==> src/rtl/uart_tx_arb.sv <==
// uart_tx_arb: round-robin arbiter feeding packets from NREQ requesters to one UART transmitter.
// Optional stall eviction is built when UART_ARB_TIMEOUT_EN is defined.
module uart_tx_arb #(
    parameter int NREQ        = 4,
    parameter int TIMEOUT_CYC = 100000
) (
    input  logic              clk,
    input  logic              rst,
    input  logic [NREQ-1:0]   req_valid,
    input  logic [8*NREQ-1:0] req_data,
    input  logic [NREQ-1:0]   req_last,
    output logic [NREQ-1:0]   req_ready,
    output logic              tx_de,
    output logic [7:0]        tx_data,
    input  logic              tx_done,
    output logic [NREQ-1:0]   grant,
    output logic              busy,
    output logic              timeout
);

    typedef enum logic [1:0] {
        IDLE = 2'd0,
        SEND = 2'd1,
        WAIT = 2'd2
    } state_t;

    state_t      r_state;
    state_t      w_state;
    logic [3:0]  r_grant;
    logic [3:0]  w_grant;
    logic [1:0]  r_owner;
    logic [1:0]  w_owner;
    logic [1:0]  r_last;
    logic [1:0]  w_last;
    logic        r_tx_de;
    logic        w_tx_de;
    logic [7:0]  r_tx_data;
    logic [7:0]  w_tx_data;
    logic        r_lflag;
    logic        w_lflag;

    logic        w_any;
    logic [1:0]  w_win;
    logic [1:0]  w_cand;
    logic        w_sel_valid;
    logic [7:0]  w_sel_data;
    logic        w_sel_last;

`ifdef UART_ARB_TIMEOUT_EN
    localparam int CW = $clog2(TIMEOUT_CYC + 1);
    logic [CW-1:0] r_cnt;
    logic          r_timeout;
    logic          w_timeout;
    logic          w_cnt_clr;
    logic          w_cnt_inc;
`endif

    assign w_any       = |req_valid;
    assign w_sel_valid = req_valid[r_owner];
    assign w_sel_data  = req_data[{r_owner, 3'b000} +: 8];
    assign w_sel_last  = req_last[r_owner];

    // Round-robin search starting just after the previous owner; lowest offset wins.
    always_comb begin
        w_win  = r_last;
        w_cand = r_last;
        for (int k = 4; k >= 1; k--) begin
            w_cand = r_last + 2'(k);
            if (req_valid[w_cand]) begin
                w_win = w_cand;
            end
        end
    end

    // State and datapath registers; reset abandons any packet in flight.
    always_ff @(posedge clk) begin
        if (rst) begin
            r_state   <= IDLE;
            r_grant   <= '0;
            r_owner   <= 2'd0;
            r_last    <= 2'd3;
            r_tx_de   <= 1'b0;
            r_tx_data <= 8'h00;
            r_lflag   <= 1'b0;
        end else begin
            r_state   <= w_state;
            r_grant   <= w_grant;
            r_owner   <= w_owner;
            r_last    <= w_last;
            r_tx_de   <= w_tx_de;
            r_tx_data <= w_tx_data;
            r_lflag   <= w_lflag;
        end
    end

`ifdef UART_ARB_TIMEOUT_EN
    // Stall counter and eviction pulse register.
    always_ff @(posedge clk) begin
        if (rst) begin
            r_cnt     <= '0;
            r_timeout <= 1'b0;
        end else begin
            r_timeout <= w_timeout;
            if (w_cnt_clr) begin
                r_cnt <= '0;
            end else if (w_cnt_inc) begin
                r_cnt <= r_cnt + 1'b1;
            end
        end
    end
`endif

    // Next-state logic: grant in IDLE, take a byte in SEND, await tx_done in WAIT.
    always_comb begin
        w_state   = r_state;
        w_grant   = r_grant;
        w_owner   = r_owner;
        w_last    = r_last;
        w_tx_de   = 1'b0;
        w_tx_data = r_tx_data;
        w_lflag   = r_lflag;
`ifdef UART_ARB_TIMEOUT_EN
        w_timeout = 1'b0;
        w_cnt_clr = 1'b0;
        w_cnt_inc = 1'b0;
`endif
        unique case (r_state)
            IDLE: begin
                if (w_any) begin
                    w_state = SEND;
                    w_grant = 4'b0001 << w_win;
                    w_owner = w_win;
`ifdef UART_ARB_TIMEOUT_EN
                    w_cnt_clr = 1'b1;
`endif
                end
            end
            SEND: begin
                if (w_sel_valid) begin
                    w_state   = WAIT;
                    w_tx_de   = 1'b1;
                    w_tx_data = w_sel_data;
                    w_lflag   = w_sel_last;
`ifdef UART_ARB_TIMEOUT_EN
                    w_cnt_clr = 1'b1;
`endif
                end else begin
`ifdef UART_ARB_TIMEOUT_EN
                    if (r_cnt == CW'(TIMEOUT_CYC - 1)) begin
                        w_state   = IDLE;
                        w_grant   = '0;
                        w_last    = r_owner;
                        w_timeout = 1'b1;
                    end else begin
                        w_cnt_inc = 1'b1;
                    end
`endif
                end
            end
            WAIT: begin
                if (tx_done) begin
                    if (r_lflag) begin
                        w_state = IDLE;
                        w_grant = '0;
                        w_last  = r_owner;
                    end else begin
                        w_state = SEND;
                    end
                end
            end
            default: begin
                w_state = IDLE;
                w_grant = '0;
            end
        endcase
    end

    assign req_ready = (r_state == SEND) ? r_grant : '0;
    assign tx_de     = r_tx_de;
    assign tx_data   = r_tx_data;
    assign grant     = r_grant;
    assign busy      = (r_state != IDLE);

`ifdef UART_ARB_TIMEOUT_EN
    assign timeout = r_timeout;
`else
    logic [31:0] w_unused_tmo;
    assign w_unused_tmo = TIMEOUT_CYC;
    assign timeout = 1'b0;
`endif

endmodule
==> config.mk <==
export PLATFORM = sky130hd
export DESIGN_NAME = uart_tx_arb
export DESIGN_NICKNAME = d
export VERILOG_FILES = /design/src/rtl/uart_tx_arb.sv
export SDC_FILE = /design/constraint.sdc
export NUM_CORES = 1
export LEC_CHECK = 0
export BUFFER_PORTS_ARGS = -buffer_cell sky130_fd_sc_hd__buf_4
export CORE_MARGIN = 3
export CORE_UTILIZATION = 39
export CTS_CLUSTER_DIAMETER = 50
export DETAILED_ROUTE_END_ITERATION = 8
export PLACE_DENSITY = 0.73
export REMOVE_ABC_BUFFERS = 1
export SYNTH_ARGS = -nofsm -noshare
export SYNTH_HDL_FRONTEND = slang
export SYNTH_SLANG_ARGS = --single-unit
export TNS_END_PERCENT = 20
==> constraint.sdc <==
create_clock -name clk -period 1.4 [get_ports clk]
set_input_delay 0.14 -clock clk [delete_from_list [all_inputs] [get_ports clk]]
set_output_delay 0.14 -clock clk [all_outputs]
set_load 0.1 [all_outputs]
==> impl_results.md <==
* Final setup fails at 9
* Mapped Cells at between 100 and 150
* Finished Cell Area at 1820 sq um
* Final wirelength at between 3 and 4 mm
* Post-DRT Antenna Nets at 0
* VDD IR max at 823 uV
* Share of layout cells above drive strength 1 at between 50% and 60%
* Max cap viols at 0
* Crit-path max cell delay at between 500 and 600 ps
* Largest net degree at the start of global routing at 23
* Fin Setup TNS at -970 ps
* Die width at between 50 and 60 microns
* Crit path cell chain: mux4_2, nand2_4, clkbuf_16, mux2i_1, nor2_1
* Sink Count at 20
* Pleak at between 0.8 and 0.9 nW
* Dpl cells at roughly 200
* Slowest stage cell, crit path: mux4_2
* Hold-fix buffers, CTS at 0
* GPL Wtd Cong at between 0.7 and 0.8
* First-pass GRT wire length at between 4 and 5 mm
* Max-slew violations at 0
* Final Net Count at roughly 220
* Worst Path Required at 1600 ps
* GRT Resource Usage Total at between 10% and 20%
* ANT cells at 0
* Port bufs at 60
* Tcrit/Tclk final at 109%
* CP Data Arrival Time at approximately 1700 ps
* Buf/Inv on CP at 1
* Clock Tree Root: clkbuf_4
* Wire per inst at 15.2 microns
* Status: complete, but fails checks
* Final setup margin at -120 ps
* Number of synthesized flops with an enable pin at 0
* Post-route DRC at 0
* Syn_area_per_cell at between 10 and 15 sq um
* Yosys cell types at 31
* Violated checks: setup timing
* Synth Register Bits at 20
* DR pass1 iterations at 4
* Area growth from synthesis to layout at 60.2%
* Cell row count at 18
* Core area at 2610 sq um
* Clk slew on worst S/H paths at between 100 and 150 ps
* Initial antenna violation count at 0
* GRT overflow at 0
* Worst-Skew Late Latency at 300 ps
* Core Util, Final at 69.7%
* Area used by multi-input combinational logic at ~690 sq um
* CTS tree: built
* CP Class: flip-flop to flip-flop
* Vias in the first global route at around 1100
* Worst setup SP type: flip-flop
* Die Y at between 50 and 60 microns
* Die area at 3600 sq um
* Ys Warns at 0
* CTS Buf Count at 3
* Final hold violations at 0
* Async SR Flop Fraction at 0%
* Htree depth at 1
* Via density at between 5 and 6
* Starting Density at 43.5%
* Fillers at between 200 and 250
* Max Fclk at around 660 MHz
* Delay-heaviest family, CP: multiplexers
* Most used DFF post-synth: dfxtp_1
* Design Power at 2.00 mW
* Seq/Total Area, Yosys at a little over a third
* Hold WC Path Type: primary input to flip-flop
* Dpl hpwl at 2.44 mm
* CTS Buffer Depth at 2
* Endpoint class of the critical path: flip-flop
* Critical path peak fanout at 5
* RSZ-0062 raised after global routing: true
* Non-Filler Instances at just over 200
* Netlist Area Pre-Place at between 1000 and 1500 sq um
* Clock skew at around 5.2 ps
* DR iter-0 viols at 14
* Top Ports at 62
* Pwr/cell area at around 1100 nW/um^2
* Post-layout min period at ~1500 ps
* Placed cell areas at roughly 1600 sq um
* WHS at roughly 120 ps
* Via count at between 1000 and 1500
* Pre-CTS setup slack at -119 ps
* Reg area at 408 sq um
## worst register-to-register path: cells and delay by family, from the launching register on
| kind | cells | cell delay [ps] |
|---|---|---|
| multiplexers | 2 | 730 |
| AND/OR/NAND/NOR | 2 | 190 |
| flip-flops | 1 | 360 |
| buffers and inverters | 1 | 150 |
## layout make-up
class | count | share of cell area (%)
tap | 30 | 2.06
sequential | 20 | 22.4
multi-input combinational | 76 | 37.7
clock buffer | 3 | 1.24
clock inverter | 1 | 1.65
timing repair buffer | 69 | 33.3
inverter | 8 | 1.65
## cell usage after synthesis (all sizes together) (2+ instances only)
library cell / number / area (sq um)
mux4: 10 / 225
nor3b: 2 / 15.0
or3: 3 / 18.8
nand2b: 2 / 12.5
inv: 8 / 30.0
nand3b: 2 / 15.0
nand2: 5 / 23.8
a211o: 2 / 17.5
clkbuf: 2 / 7.51
mux2i: 10 / 100
o32ai: 4 / 35.0
a211oi: 2 / 15.0
a21oi: 4 / 20.0
nor2: 15 / 56.3
dfxtp: 20 / 400
nor3: 2 / 10.0
and2: 5 / 33.8
buf: 5 / 41.3
## state kept, by name, indices dropped and copies added (netlist names)
register and flops:
r_lflag 1, grant 4, r_last 2, tx_de 1, tx_data 8, r_owner 2
r_state 2
## report_power, final
group / internal [mW] / switching [mW] / leakage (nW)
clock: 0.289 / 0.186 / 0.0279
sequential: 0.616 / 0.0352 / 0.164
combinational: 0.357 / 0.514 / 0.643
## what timing repair did
action / 4_1_cts / 5_1_grt
buffers inserted: 1 / 0
gates resized for setup: 17 / 11
gates cloned: 0 / 1
setup endpoints to repair: 16 / 16
pin swaps: 1 / 2
## cells in the final DEF (no fill, tap or decap), types with 3 or more instances in the layout
master    synthesis  final
nor2_1           15     15
buf_12            1      5
clkbuf_4          0      3
buf_4             1     62
a21oi_1           4      4
inv_1             8      8
mux4_2           10     10
and2_4            1      5
or3_1             3      3
dfxtp_1          20     16
dfxtp_2           0      3
o32ai_1           4      4
mux2i_1          10      8
nand2_1           3      3
## final timing paths
check              from    endpoint  slack, ps  depth (start not counted)
max          r_owner[1]  tx_data[3]       -120                          5
min             tx_done  r_state[1]        120                          3
max reg2reg  r_owner[1]  tx_data[3]       -120                          5
min reg2reg    grant[1]    grant[1]        500                          2
## cell families after synthesis
kind of cell / Yosys count / synth area share (%)
compound gates: 16 / 10.2
buf+inv: 15 / 6.94
flops: 20 / 35.2
mux: 20 / 28.6
other cells: 1 / 0.330
simple gates: 39 / 18.6
## metal layers
layer | GRT usage (%) | wire (microns) | vias to the layer above | part of all wire, %
li1 | - | - | 535 | -
met1 | 19.8 | 1180 | 561 | 37
met2 | 33.2 | 1790 | 33 | 57
met3 | 2.38 | 133 | 4 | 4.2
met4 | 8.23 | 42 | 0 | 1.3
met5 | 0 | 0 | - | 0
Power figures use the tool's default switching activity.
